$ cat config.mk
export PLATFORM = sky130hd
export DESIGN_NAME = mem_bus_arbiter
export DESIGN_NICKNAME = d
export VERILOG_FILES = /design/src/rtl/mem_bus_arbiter.sv
export SDC_FILE = /design/constraint.sdc
export NUM_CORES = 1
export LEC_CHECK = 0
export CAP_MARGIN = 20
export CORE_AREA = 3 3 195 197
export CTS_CLUSTER_SIZE = 8
export DETAILED_ROUTE_END_ITERATION = 6
export DIE_AREA = 0 0 198 200
export GPL_ROUTABILITY_DRIVEN = 0
export SETUP_SLACK_MARGIN = 0.4
export SLEW_MARGIN = 20
export SYNTH_ARGS = -nofsm -noshare
export SYNTH_HDL_FRONTEND = slang
export SYNTH_SLANG_ARGS = --single-unit
$ cat constraint.sdc
create_clock -name clk -period 2 [get_ports clk]
set_clock_uncertainty 0.15 [all_clocks]
set_input_delay 0.4 -clock clk [delete_from_list [all_inputs] [get_ports clk]]
set_output_delay 0.4 -clock clk [all_outputs]
set_load 0.01 [all_outputs]
$ cat src/rtl/mem_bus_arbiter.sv
// Arbitrates the core's fetch (I) and data (D) requesters onto one memory port.
// D is preferred; a starvation counter forces one I grant after STARVE_LIMIT D grants.
module mem_bus_arbiter #(
  parameter int ADDR_W       = 64,
  parameter int DATA_W       = 64,
  parameter int STARVE_LIMIT = 4,
  parameter int TIMEOUT      = 1023
) (
  input  logic                  clk,
  input  logic                  reset,
  input  logic                  i_valid,
  input  logic [ADDR_W-1:0]     i_addr,
  output logic                  i_data_ok,
  output logic [31:0]           i_data,
  input  logic                  d_valid,
  input  logic [ADDR_W-1:0]     d_addr,
  input  logic [2:0]            d_size,
  input  logic [DATA_W/8-1:0]   d_strobe,
  input  logic [DATA_W-1:0]     d_data,
  output logic                  d_data_ok,
  output logic [DATA_W-1:0]     d_rdata,
  output logic                  mem_req_valid,
  output logic [ADDR_W-1:0]     mem_req_addr,
  output logic [2:0]            mem_req_size,
  output logic [DATA_W/8-1:0]   mem_req_strobe,
  output logic [DATA_W-1:0]     mem_req_data,
  input  logic                  mem_resp_ok,
  input  logic [DATA_W-1:0]     mem_resp_data,
  output logic                  timeout_err
);

  localparam int STRB_W = DATA_W / 8;
  localparam int SC_W   = $clog2(STARVE_LIMIT + 1);
  localparam int TO_W   = $clog2(TIMEOUT + 1);
  localparam logic [SC_W-1:0] STARVE_MAX = SC_W'(STARVE_LIMIT);
  localparam logic [TO_W-1:0] TO_MAX     = TO_W'(TIMEOUT);

  localparam logic [1:0] IDLE   = 2'd0;
  localparam logic [1:0] BUSY_I = 2'd1;
  localparam logic [1:0] BUSY_D = 2'd2;

  logic [1:0]        state_q, state_d;
  logic [ADDR_W-1:0] addr_q, addr_d;
  logic [2:0]        size_q, size_d;
  logic [STRB_W-1:0] strobe_q, strobe_d;
  logic [DATA_W-1:0] data_q, data_d;
  logic [SC_W-1:0]   starve_q, starve_d;
  logic [TO_W-1:0]   tcnt_q, tcnt_d;
  logic              terr_q, terr_d;
  logic              grant_d, grant_i;

  always_comb begin
    state_d  = state_q;
    addr_d   = addr_q;
    size_d   = size_q;
    strobe_d = strobe_q;
    data_d   = data_q;
    starve_d = starve_q;
    tcnt_d   = tcnt_q;
    terr_d   = terr_q;
    grant_d  = d_valid && !(i_valid && (starve_q == STARVE_MAX));
    grant_i  = !grant_d && i_valid;

    case (state_q)
      IDLE: begin
        if (grant_d) begin
          state_d  = BUSY_D;
          addr_d   = d_addr;
          size_d   = d_size;
          strobe_d = d_strobe;
          data_d   = d_data;
          tcnt_d   = '0;
          if (!i_valid) begin
            starve_d = '0;
          end else if (starve_q != STARVE_MAX) begin
            starve_d = starve_q + 1'b1;
          end
        end else if (grant_i) begin
          state_d  = BUSY_I;
          addr_d   = i_addr;
          size_d   = 3'd2;
          strobe_d = '0;
          data_d   = '0;
          tcnt_d   = '0;
          starve_d = '0;
        end
      end
      BUSY_I, BUSY_D: begin
        if (mem_resp_ok) begin
          state_d = IDLE;
        end else begin
          // Counter saturates; the flag is sticky so the FSM simply keeps waiting.
          if (tcnt_q != TO_MAX) tcnt_d = tcnt_q + 1'b1;
          if (tcnt_q >= TO_MAX - 1'b1) terr_d = 1'b1;
        end
      end
      default: state_d = IDLE;
    endcase
  end

  always_ff @(posedge clk) begin
    if (reset) begin
      state_q  <= IDLE;
      addr_q   <= '0;
      size_q   <= '0;
      strobe_q <= '0;
      data_q   <= '0;
      starve_q <= '0;
      tcnt_q   <= '0;
      terr_q   <= 1'b0;
    end else begin
      state_q  <= state_d;
      addr_q   <= addr_d;
      size_q   <= size_d;
      strobe_q <= strobe_d;
      data_q   <= data_d;
      starve_q <= starve_d;
      tcnt_q   <= tcnt_d;
      terr_q   <= terr_d;
    end
  end

  // A requester that dropped valid before the response was flushed: no pulse.
  assign i_data_ok      = (state_q == BUSY_I) && mem_resp_ok && i_valid;
  assign d_data_ok      = (state_q == BUSY_D) && mem_resp_ok && d_valid;
  assign i_data         = i_data_ok ? (addr_q[2] ? mem_resp_data[63:32] : mem_resp_data[31:0]) : 32'h0;
  assign d_rdata        = d_data_ok ? mem_resp_data : '0;
  assign mem_req_valid  = (state_q != IDLE);
  assign mem_req_addr   = addr_q;
  assign mem_req_size   = size_q;
  assign mem_req_strobe = strobe_q;
  assign mem_req_data   = data_q;
  assign timeout_err    = terr_q;

endmodule

After elaboration in Yosys (flattened, before gate mapping)
Cells that the tools add are included.

storage, ports and cells
  register bits = 155
  input port bits = 272
  output and inout bits = 239
  word-level logic and storage cells = 65

operators by class
  $add $sub $neg = 2
  order comparisons = 1
  equality and inequality tests = 10
  multiplexer cells = 24
  bitwise logic cells = 1
  reductions and logical operators = 19

operators with widths
  cell                                                                      number
  64-bit 2-to-1 mux                                                         5
  32-bit 2-to-1 mux                                                         2
  10-bit 2-to-1 mux                                                         4
  10-bit case mux with 2 select lines                                       1
  3-bit 2-to-1 mux                                                          6
  8-bit 2-to-1 mux                                                          2
  10-bit by 1-bit adder with 10-bit output (second input constant)          1
  10-bit greater-or-equal comparator (second input constant)                1
  10-bit inequality test (second input constant)                            1
  1-bit logical AND                                                         7
  2-bit 2-to-1 mux                                                          3
  2-bit inequality test (second input constant)                             3
  3-bit inequality test (second input constant)                             2
  3-bit AND reduction                                                       2
  2-bit nonzero test                                                        3
  2-bit case mux with 2 select lines                                        1
  2-bit AND reduction                                                       2
  4-bit AND reduction                                                       1
  3-bit by 1-bit adder with 3-bit output (second input constant)            1
  3-bit == test (second input constant)                                     1
  3-bit by 2-bit inequality test with 1-bit output (second input constant)  1
  2-bit by 1-bit == test with 1-bit output (second input constant)          1
  2-bit == test (second input constant)                                     1
  1-bit zero test                                                           2
  3 further kinds                                                           3

Logic depth before layout (Yosys ltp)
  word-level depth = 9
  mapped depth = 9
  gate-level depth less buffers = 6

Worst setup path before layout
No wires, ideal clock.

  path type = flip-flop to flip-flop
  start point = register state_q[0]
  end point = register tcnt_q[9]
  setup time = 0.117 ns
  arrival time = 1.639 ns
  data required time = 1.733 ns
  setup slack = 0.094 ns
  cell stages (with the launch flop) = 7
  buffers on the path = 1
  clock period less this slack = 1.906 ns
  cells stage by stage = dfxtp_1 -> inv_1 -> ha_1 -> clkbuf_1 -> a211oi_1 -> nand3_1 -> a32o_1

on the way
  longest elaborated chain between the ends = 4
  elaborated cells on any way between the ends = 10
  those cells by class = eq/ne: 5; mux: 1; reduce/logical: 4

ends and longest elaborated chain
  item                                                                                 RTL line  RTL
  start: declaration                                                                   42        logic [1:0] state_q, state_d;
  start signal: assignment                                                             112       state_q <= state_d;
  2-bit by 1-bit == test with 1-bit output / 2-bit == test (equally long branches)     64        case (state_q)
  2-bit OR reduction                                                                   64
  2-bit inequality test (no source line) / 2-bit nonzero test (equally long branches)  n/a
  4-bit AND reduction (no source line)                                                 n/a
  end signal: assignment                                                               118       tcnt_q <= tcnt_d;
  end: declaration                                                                     48        logic [TO_W-1:0] tcnt_q, tcnt_d;

Several ways; a longest one is shown, not always the timed one.
A chain may end at the register's enable or synchronous reset.

Final worst setup path
  start point = register state_q[0]
  end point = output port d_rdata[3]

on the way
  longest elaborated chain between the ends = 4

ends and longest elaborated chain
  item                             RTL line  RTL
  2-bit == test                    125       assign d_data_ok = (state_q == BUSY_D) && mem_resp_ok && d_valid;
  1-bit logical AND (2 in series)  125
  64-bit 2-to-1 mux                127       assign d_rdata = d_data_ok ? mem_resp_data : '0;
  end: declaration                 21        output logic [DATA_W-1:0] d_rdata,

Every way passes these cells.

==> flow_summary_export.csv <==
group,metric,value,unit
clock_tree,clkSlewWorstSetupHoldPaths,80,ps
sta,drv_slew,0,
floorplanning,die_w,198,um
floorplanning,initial_core_util,0.199,
sta,setup_viol,231,
power,pwr-share-comb,0.367,
logic_synthesis,synth-seq-cells,155,
floorplanning,core,36400,um2
clock_tree,clk_path_buf_depth,2,
clock_tree,clock-root-buffer,"clkbuf_16",
global_route,overflow,0,
sta,maxSlewHeadroom,0.672,
clock_tree,cts_tree,"built",
logic_synthesis,ys_top_cells_by_area,"dfxtp_1 (43%), nand2_1 (15%), a311oi_1 (7.9%)",
sta,rsz0062_at_grt,"true",
global_route,grt.busiest_layer,"met2",
logic_synthesis,async_flop_share,0,
logic_synthesis,synth_cells,943,
clock_tree,worstSkewPairLatency,420,ps
cells_and_area,final_net_count,1854,
global_route,grtUsageMet1,0.180,
sta,timing.final.crit_share,1.17,
setup_path,worstPathArrival,1790,ps
cells_and_area,layout-drive-gt1-share,0.367,
sta,finalSetupTns,-40290,ps
power,p_int,7590,uW
global_route,grt_pass1_wl,51700,um
detailed_routing,via_count,9381,
detailed_routing,drtIter0Drc,321,
setup_path,crit_path_end_kind,"output pin",
setup_path,cp_max_fo,7,
global_route,grt_max_degree,80,
sta,fmax,426,MHz
logic_synthesis,yosys.area.top_type,"dfxtp_1",
power,ir_drop,0.554,mV
power,pwr-share-clk,0.311,
worst_hold_path,hold_path.class,"reg -> reg",
cells_and_area,area_growth,135,%
run,cap_viol_max_count,0,
power,power_density,650,nW/um2
detailed_routing,drc,0,
sta,worst_hold_slack,303,ps
floorplanning,die_y,200,um
global_route,grt_pass1_vias,8865,
global_route,antenna_found_initial,9,
detailed_routing,wl_per_cell,19.4,um
global_route,use_met3,0.0492,
logic_synthesis,synthTopCellsByCount,"nand2_1 (283), dfxtp_1 (155), nor2_1 (108), a21oi_1 (80)",
sta,min_period,2340,ps
logic_synthesis,syn-cell-area,7240,um2
cells_and_area,finalInstanceArea,17000,um2
detailed_routing,vias_per_cell,4.55,
detailed_routing,drtAntennaViolNets,0,
detailed_routing,wirelength,40000,um
power,p_seq_frac,0.323,
status,status,"finished with violations",
clock_tree,clock_sink_count,155,
logic_synthesis,ys_warn_count,0,
floorplanning,rows,70,
placement,place_area,13800,um2
logic_synthesis,synth-edff-count,0,
global_route,grt_use_total,0.169,
sta,setup_ws,-345,ps
setup_path,crit_required,1450,ps
setup_path,critPathLaunchType,"register",
logic_synthesis,synth_nets,1222,
placement,hpwl,27100,um
sta,hold_viol_final,0,
cells_and_area,postLayoutCoreUtil,0.466,
placement,dp_slack,-634,ps
logic_synthesis,syn_area_per_cell,7.67,um2
setup_path,path_class,"reg -> out",
clock_tree,cts_buffers,17,
logic_synthesis,yosysTopAreaCellShare,0.429,
detailed_routing,first_pass_iters,5,
power,p_leak,0.00778,uW
logic_synthesis,synth_cell_types,39,
global_route,use_met2,0.308,
logic_synthesis,ys_seq_area_frac,0.429,
power,power.share.switching,0.313,
placement,portBuffers,510,
floorplanning,io_pins,511,
status,violations,"setup timing",
sta,worst_pin_slew,493,ps
logic_synthesis,ys.flop_type,"dfxtp_1",
clock_tree,h-tree-depth,4,
power,p_switching,3450,uW
logic_synthesis,yosysMostFrequentCell,"nand2_1",
floorplanning,die_area,39600,um2
==> power by group through the flow <==
stage	Clock, uW	Sequential [uW]	Combinational, uW
after floorplan	0	3740	1070
after global placement	0	3610	3070
after detailed placement	0	3620	3090
after CTS	3560	3550	3230
after global routing	3670	3600	4300
final	3430	3560	4050
==> final timing paths <==
path	startpoint	endpoint	slack, ps	cells after the start
max reg2reg	state_q[0]	mem_req_addr[19]	-200	14
max	state_q[0]	d_rdata[3]	-340	8
min	mem_req_strobe[7]	mem_req_strobe[7]	300	2
min reg2reg	mem_req_strobe[7]	mem_req_strobe[7]	300	2
==> placed cells by master (no fill, tap or decap), types with 3 or more instances in the layout <==
master,n
nor2_4,26
ha_4,5
a21oi_2,74
inv_2,3
nor2_2,6
o21ai_0,4
and2_4,64
a311oi_1,52
nand3_1,6
nand4_1,4
a311oi_2,17
diode_2,8
buf_2,18
nor2_1,77
nand3_4,3
buf_4,64
a21oi_1,5
dlymetal6s2s_1,67
clkdlybuf4s15_2,4
mux2i_1,32
clkdlybuf4s50_1,328
buf_6,127
a31oi_1,3
nand2_1,256
nand2_4,8
buf_12,29
inv_1,5
dfxtp_2,10
inv_8,4
inv_6,6
buf_8,21
dfxtp_1,144
buf_16,10
clkbuf_16,37
nand2_2,19
==> sequential cells by signal (all words and copies together), names as in the netlist <==
| signal | count |
|---|---|
| mem_req_data | 64 |
| mem_req_addr | 64 |
| tcnt_q | 10 |
| state_q | 2 |
| mem_req_size | 3 |
| starve_q | 3 |
| mem_req_strobe | 8 |
| timeout_err | 1 |
==> per-stage QoR <==
| stage | total power, uW | cells |
|---|---|---|
| 3_3_place_gp | 6680 | 1947 |
| 3_5_place_dp | 6710 | 1947 |
| 6_report | 11000 | 2064 |
| 4_1_cts | 10300 | 2005 |
| 5_1_grt | 11600 | 2064 |
| 2_1_floorplan | 4800 | 943 |
==> cell families after synthesis <==
| group | share of synthesized area |
|---|---|
| AOI/OAI and AO/OA | 0.166 |
| adders and majority gates | 0.0121 |
| buffers and inverters | 0.0614 |
| DFF | 0.429 |
| muxes | 0.0443 |
| and+or+nand+nor | 0.287 |
==> layout make-up <==
| cell class | instances | area [um2] |
|---|---|---|
| Sequential cell | 155 | 3120 |
| Clock buffer | 18 | 429 |
| Clock inverter | 14 | 174 |
| Timing Repair Buffer | 691 | 7860 |
| Fill cell | 3372 | 19400 |
| Inverter | 10 | 42.5 |
| Multi-Input combinational cell | 700 | 4760 |
| Antenna cell | 8 | 20.0 |
| Tap cell | 468 | 586 |
==> routing by layer <==
layer | up-vias | routed length (um) | share of wire
li1 | 4483 | - | -
met5 | - | 0 | 0
met3 | 46 | 2630 | 0.066
met4 | 0 | 1100 | 0.027
met1 | 4477 | 15200 | 0.38
met2 | 375 | 21100 | 0.53
==> timing repair <==
action	in CTS	in global routing
setup buffers	16	28
pin swaps	45	114
hold buffers	0	0
setup endpoints to repair	392	384
cloned	10	23
resized for setup	565	366
==> worst max-delay path: stages (launching register included) <==
cell	delay, ps
dfxtp_2	340
inv_2	50
ha_4	140
and3_4	190
buf_12	130
buf_8	130
buf_16	130
and2_4	150
buf_6	110
Power figures use the tool's default switching activity.
==> variant 1 (same settings) <==
Change the parameter `ADDR_W` from 64 to 96.
--- a/src/rtl/mem_bus_arbiter.sv
+++ b/src/rtl/mem_bus_arbiter.sv
@@ -2,5 +2,5 @@
 // D is preferred; a starvation counter forces one I grant after STARVE_LIMIT D grants.
 module mem_bus_arbiter #(
-  parameter int ADDR_W       = 64,
+  parameter int ADDR_W       = 96,
   parameter int DATA_W       = 64,
   parameter int STARVE_LIMIT = 4,
Interface: changed (resized d_addr, i_addr and mem_req_addr); port bits go from 511 to 607. The function was not compared with the original's and may differ.
==> variant 1 against the unedited design <==
The flow still finishes with violations (setup timing). Utilization rose by 6.3 points. Worst setup slack got worse by 95 ps. Wire length rose by 16%. Cell area rose by 14%. Critical path type unchanged. Sequential cell count rose by 32. Power rose by 13%. Synthesized area rose by 18%. Synthesized cell count rose by 19%.
==> variant 1: results (changes against the unedited design) <==
[yosys]
ys_seq_area_share_pct=43.75  ; was 42.88%
synth-adder-area-share_pct=1.024  ; was 1.210%
synth.area.top_cells=dfxtp_1 (44%), nand2_1 (15%), a311oi_1 (10%)  ; was dfxtp_1 (43%), nand2_1 (15%), a311oi_1 (7.9%)
synth_common_cells=nand2_1 (350), dfxtp_1 (187), nor2_1 (136)  ; was nand2_1 (283), dfxtp_1 (155), nor2_1 (108)
synth_compound_area_share_pct=17.15  ; was 16.63%
yosys-mux-area-fraction_pct=3.743  ; was 4.427%

[drt]
drt_iter0_drc=481  ; was 321
vias=10891  ; was 9381
routed_wl_um=46630  ; was 40040 um

[final_layout]
fillers=3277  ; was 3372
drive_above_1_share_pct=38.06  ; was 36.71%
fin_nets=2148  ; was 1854

[critical_path]
crit_arrival_ps=1890  ; was 1790 ps
r2r_slack_ps=-20  ; was -200 ps
crit_fanout=11  ; was 7

[status]
violations=setup timing  ; unchanged
status=complete, but fails checks  ; unchanged

[min_path]
holdPathStages=3  ; was 2

[grt]
first_global_vias=9926  ; was 8865
grt_start_max_net_pins=76  ; was 80
grt_usage_pct=19.06  ; was 16.88%

[timing]
setup_ws_ps=-440.1  ; was -345.0 ps
timing.slew.headroom_pct=62.74  ; was 67.16%
setup-violations-final=102  ; was 231
fin_setup_tns_ps=-33260  ; was -40290 ps

[placement]
place_ws_ps=-682.7  ; was -633.9 ps
placed_cells=2174  ; was 1947
placement.cell_area_sq_mm=0.01590  ; was 0.01380 sq mm

-- variant 1: cell count changes after synthesis, moves of 3 or more --
cell      change
buf_2         -9
dfxtp_1      +32
a311oi_1     +33
a21oi_1       +7
a31oi_1       -3
nand2_1      +67
o21ai_0       -4
or4_1         +3
buf_6         -3
clkbuf_1     +28
nor2_1       +28
a311oi_2      -4
-- variant 1: cell families (layout without fill, tap and decap cells) --
kind of cell,Yosys count,in the layout
mux,32,32
compound gates,207,207
simple gates,584,584
buf+inv,106,801
flops,187,187
other cells,0,11
fa+ha+maj,7,7
-- variant 1: layer usage --
| layer | up-vias | share of wire [%] | global-route usage [%] |
|---|---|---|---|
| met5 | - | 0 | 0 |
| met3 | 83 | 6.3 | 5.488 |
| met4 | 0 | 4.0 | 11.72 |
| met2 | 438 | 52 | 33.44 |
| li1 | 5202 | - | - |
| met1 | 5168 | 38 | 20.35 |
-- variant 1: final timing paths --
path                                       from                             to
hold reg to reg   mem_req_data[54]$_SDFFE_PP0P_  mem_req_data[54]$_SDFFE_PP0P_
setup / recovery        state_q[0]$_SDFFE_PP0P_                    d_rdata[28]
setup reg to reg        state_q[1]$_SDFFE_PP0P_  mem_req_addr[30]$_SDFFE_PP0P_
hold / removal                            reset         tcnt_q[7]$_SDFFE_PP0P_
-- variant 1: worst min-delay path: stages --
cell,delay (ps)
buf_4,130
or3_1,110
o32ai_1,70
-- variant 1: power by group --
part,total [uW],internal [uW],switching (uW)
sequential,4360,4110,242
combinational,4770,2610,2160
clock,3360,1680,1680
total,12500,8400,4080
-- variant 1: layout make-up --
cell class                 instances  area [sq um]  area share, %
multi-input combinational        830          5891          30.54
timing repair buffer             759          8404          43.57
antenna                           11         27.53         0.1427
clock inverter                    14         128.9         0.6681
clock buffer                      18         439.2          2.277
sequential                       187          3770          19.54
tap                              468         585.6          3.035
inverter                          10         45.04         0.2335
-- variant 1: through the flow --
step / power [uW] / hold WS [ps]
finish: 12490 / 173.2
global route: 13030 / 164.0
CTS: 11330 / 133.9
detailed placement: 7982 / 292.9
global placement: 7959 / 289.0
floorplan: 5829 / 290.6
-- variant 1: timing repair --
action / 4_1_cts / 5_1_grt
endpoints found under the setup margin: 455 / 413
resized for setup: 546 / 578
gates cloned: 4 / 36
pin swaps: 4 / 140
setup buffers: 14 / 26
==> variant 2 (config.mk and constraints unchanged) <==
Without the edit above. Put one more register stage on the output `mem_req_size`. The value now appears one clock later. The other outputs are not delayed to match.
--- a/src/rtl/mem_bus_arbiter.sv
+++ b/src/rtl/mem_bus_arbiter.sv
@@ -128,5 +128,7 @@
   assign mem_req_valid  = (state_q != IDLE);
   assign mem_req_addr   = addr_q;
-  assign mem_req_size   = size_q;
+  always_ff @(posedge clk) begin
+    mem_req_size <= size_q;
+  end
   assign mem_req_strobe = strobe_q;
   assign mem_req_data   = data_q;
Check against the original RTL: not equivalent (Yosys sat finds a counterexample within 4 cycles, from zero or initial values and one cycle with reset high).
==> variant 2 against the unedited design <==
The run still ends with setup timing left. Combinational power up 11%. Final cell count grew 0.63%. Cell area is 3.1% higher. Sequential power increased by 2%. Largest power group unchanged. Worst setup slack lost 19 ps. Critical endpoint unchanged. Hold slack worse by 100 ps. Count of clock-buffer cells in the layout unchanged. Wire length about the same. First-iteration DRC count is 15% lower. Sequential cell count is 3 higher. Power increased by 3.9%. Synthesized area up 0.83%.
==> variant 2: results (changes against the unedited design) <==
[placement]
port_buffers=510  ; unchanged
placement.cell_area_sq_mm=0.01390  ; was 0.01380 sq mm
dp_hpwl_um=26880  ; was 27120 um

[status]
violations=setup timing  ; unchanged
status=complete, but fails checks  ; unchanged

[min_path]
holdCritPathClass=reg -> reg  ; unchanged

[clock_tree]
clock_path_buffers=2  ; unchanged
cts_root_buf=clkbuf_16  ; unchanged
numCtsBuffers=17  ; unchanged
worstSkewPairLatency_ps=430
ctsHtreeMaxLevel=4  ; unchanged
clk_pin_slew_ps=70

[yosys]
synth_compound_area_share_pct=16.50  ; was 16.63%
ys_warn_count=0  ; unchanged
synth.area.top_cells=dfxtp_1 (43%), nand2_1 (15%), a311oi_1 (7.8%)  ; was dfxtp_1 (43%), nand2_1 (15%), a311oi_1 (7.9%)
ys_seq_area_share_pct=43.35  ; was 42.88%
async_flop_share_pct=0  ; unchanged
synthXorXnorAreaFrac_pct=0  ; unchanged
synthDistinctLibCells=39  ; unchanged
synth-adder-area-share_pct=1.200  ; was 1.210%
yosys-mux-area-fraction_pct=4.390  ; was 4.427%
synth_common_cells=nand2_1 (283), dfxtp_1 (158), nor2_1 (108)  ; was nand2_1 (283), dfxtp_1 (155), nor2_1 (108)
synth_fp_nets=1225  ; was 1222

[drt]
routed_via_density=4.562  ; was 4.545
routed_wl_um=40060  ; was 40040 um
drt_iter0_drc=273  ; was 321
drt_pre_antenna_iters=5  ; unchanged

[grt]
grt_start_max_net_pins=80  ; unchanged
antenna_found_initial=2  ; was 9
grt_first_pass_wirelength_um=57340  ; was 51670 um
first_global_vias=9568  ; was 8865
grt_usage_pct=18.94  ; was 16.88%

[critical_path]
crit_arrival_ps=1810  ; was 1790 ps
crit_fanout=5  ; was 7

[timing]
tightest_slew_ps=493.9  ; was 492.6 ps
setup_ws_ps=-364.0  ; was -345.0 ps
fin_setup_tns_ps=-28410  ; was -40290 ps
setup-violations-final=149  ; was 231

[power]
power_leakage_uw=0.008336  ; was 0.007781 uW
ir_worst_vdd_mv=0.5580  ; was 0.5537 mV

[final_layout]
drive_above_1_share_pct=40.45  ; was 36.71%
fin_nets=1873  ; was 1854

[run]
drv_cap=0  ; unchanged

variant 2: cell types whose count changed after synthesis, sizes merged:
cell	before	now
dfxtp	155	158
variant 2: worst max-delay path, cell delays in order, from the launching register on:
cell	delay (ps)
dfxtp_2	340
inv_2	50
ha_4	150
and3_4	200
buf_6	120
buf_12	140
buf_16	130
and2_4	150
buf_6	110
variant 2: timing repair:
action                                  CTS  global route
pin swaps                                69            36
endpoints found under the setup margin  394           383
resized for setup                       848           159
setup buffers                            53             6
hold buffers                              0             0
cloned                                   40             1
variant 2: per-layer routing:
layer  share of wire [%]  GRT usage (%)  vias to the layer above  routed length (um)
li1                    -              -                     4521                   -
met1                  38          20.81                     4498               15090
met2                  52          35.41                      394               20940
met3                 6.9          5.052                       62                2773
met4                 3.1          6.317                        0                1254
met5                   0              0                        -                   0
variant 2: kinds of logic (layout without fill, tap and decap cells):
kind of cell	after synthesis	count (layout)
adder cells (fa/ha/maj)	7	7
multiplexers	32	32
AND/OR/NAND/NOR	486	487
buffers and inverters	89	749
flip-flops	158	158
other	0	2
AO/OA/AOI/OAI	174	174
variant 2: stage by stage:
step	cells	util (%)	worst slack [ps]
2_1_floorplan	946	-	311.2
3_3_place_gp	1943	38.16	-681.9
3_5_place_dp	1943	38.16	-713.2
4_1_cts	2068	46.49	-371.1
5_1_grt	2077	48.09	-415.1
6_report	2077	48.09	-364.0
variant 2: final cells by class:
| cell class | count | area [sq um] |
|---|---|---|
| Sequential cell | 158 | 3189 |
| Antenna cell | 2 | 5.005 |
| Multi-Input combinational cell | 700 | 4767 |
| Tap cell | 468 | 585.6 |
| Clock buffer | 18 | 439.2 |
| Timing Repair Buffer | 707 | 8352 |
| Fill cell | 3380 | 18910 |
| Inverter | 10 | 40.04 |
| Clock inverter | 14 | 145.1 |
variant 2: where the power goes:
group	internal [uW]	total [uW]	switching (uW)
Sequential	3460	3630	170
Clock	1800	3340	1540
Combinational	2630	4510	1880
variant 2: path summary, 6_finish.rpt:
check | startpoint | depth (start not counted) | end | slack, ps
hold reg to reg | size_q[2]$_SDFFE_PP0P_ | 0 | mem_req_size[2]$_DFF_P_ | 200
setup reg to reg | state_q[0]$_SDFFE_PP0P_ | 13 | mem_req_addr[49]$_SDFFE_PP0P_ | -70
hold / removal | size_q[2]$_SDFFE_PP0P_ | 0 | mem_req_size[2]$_DFF_P_ | 200
setup / recovery | state_q[0]$_SDFFE_PP0P_ | 8 | d_rdata[3] | -360
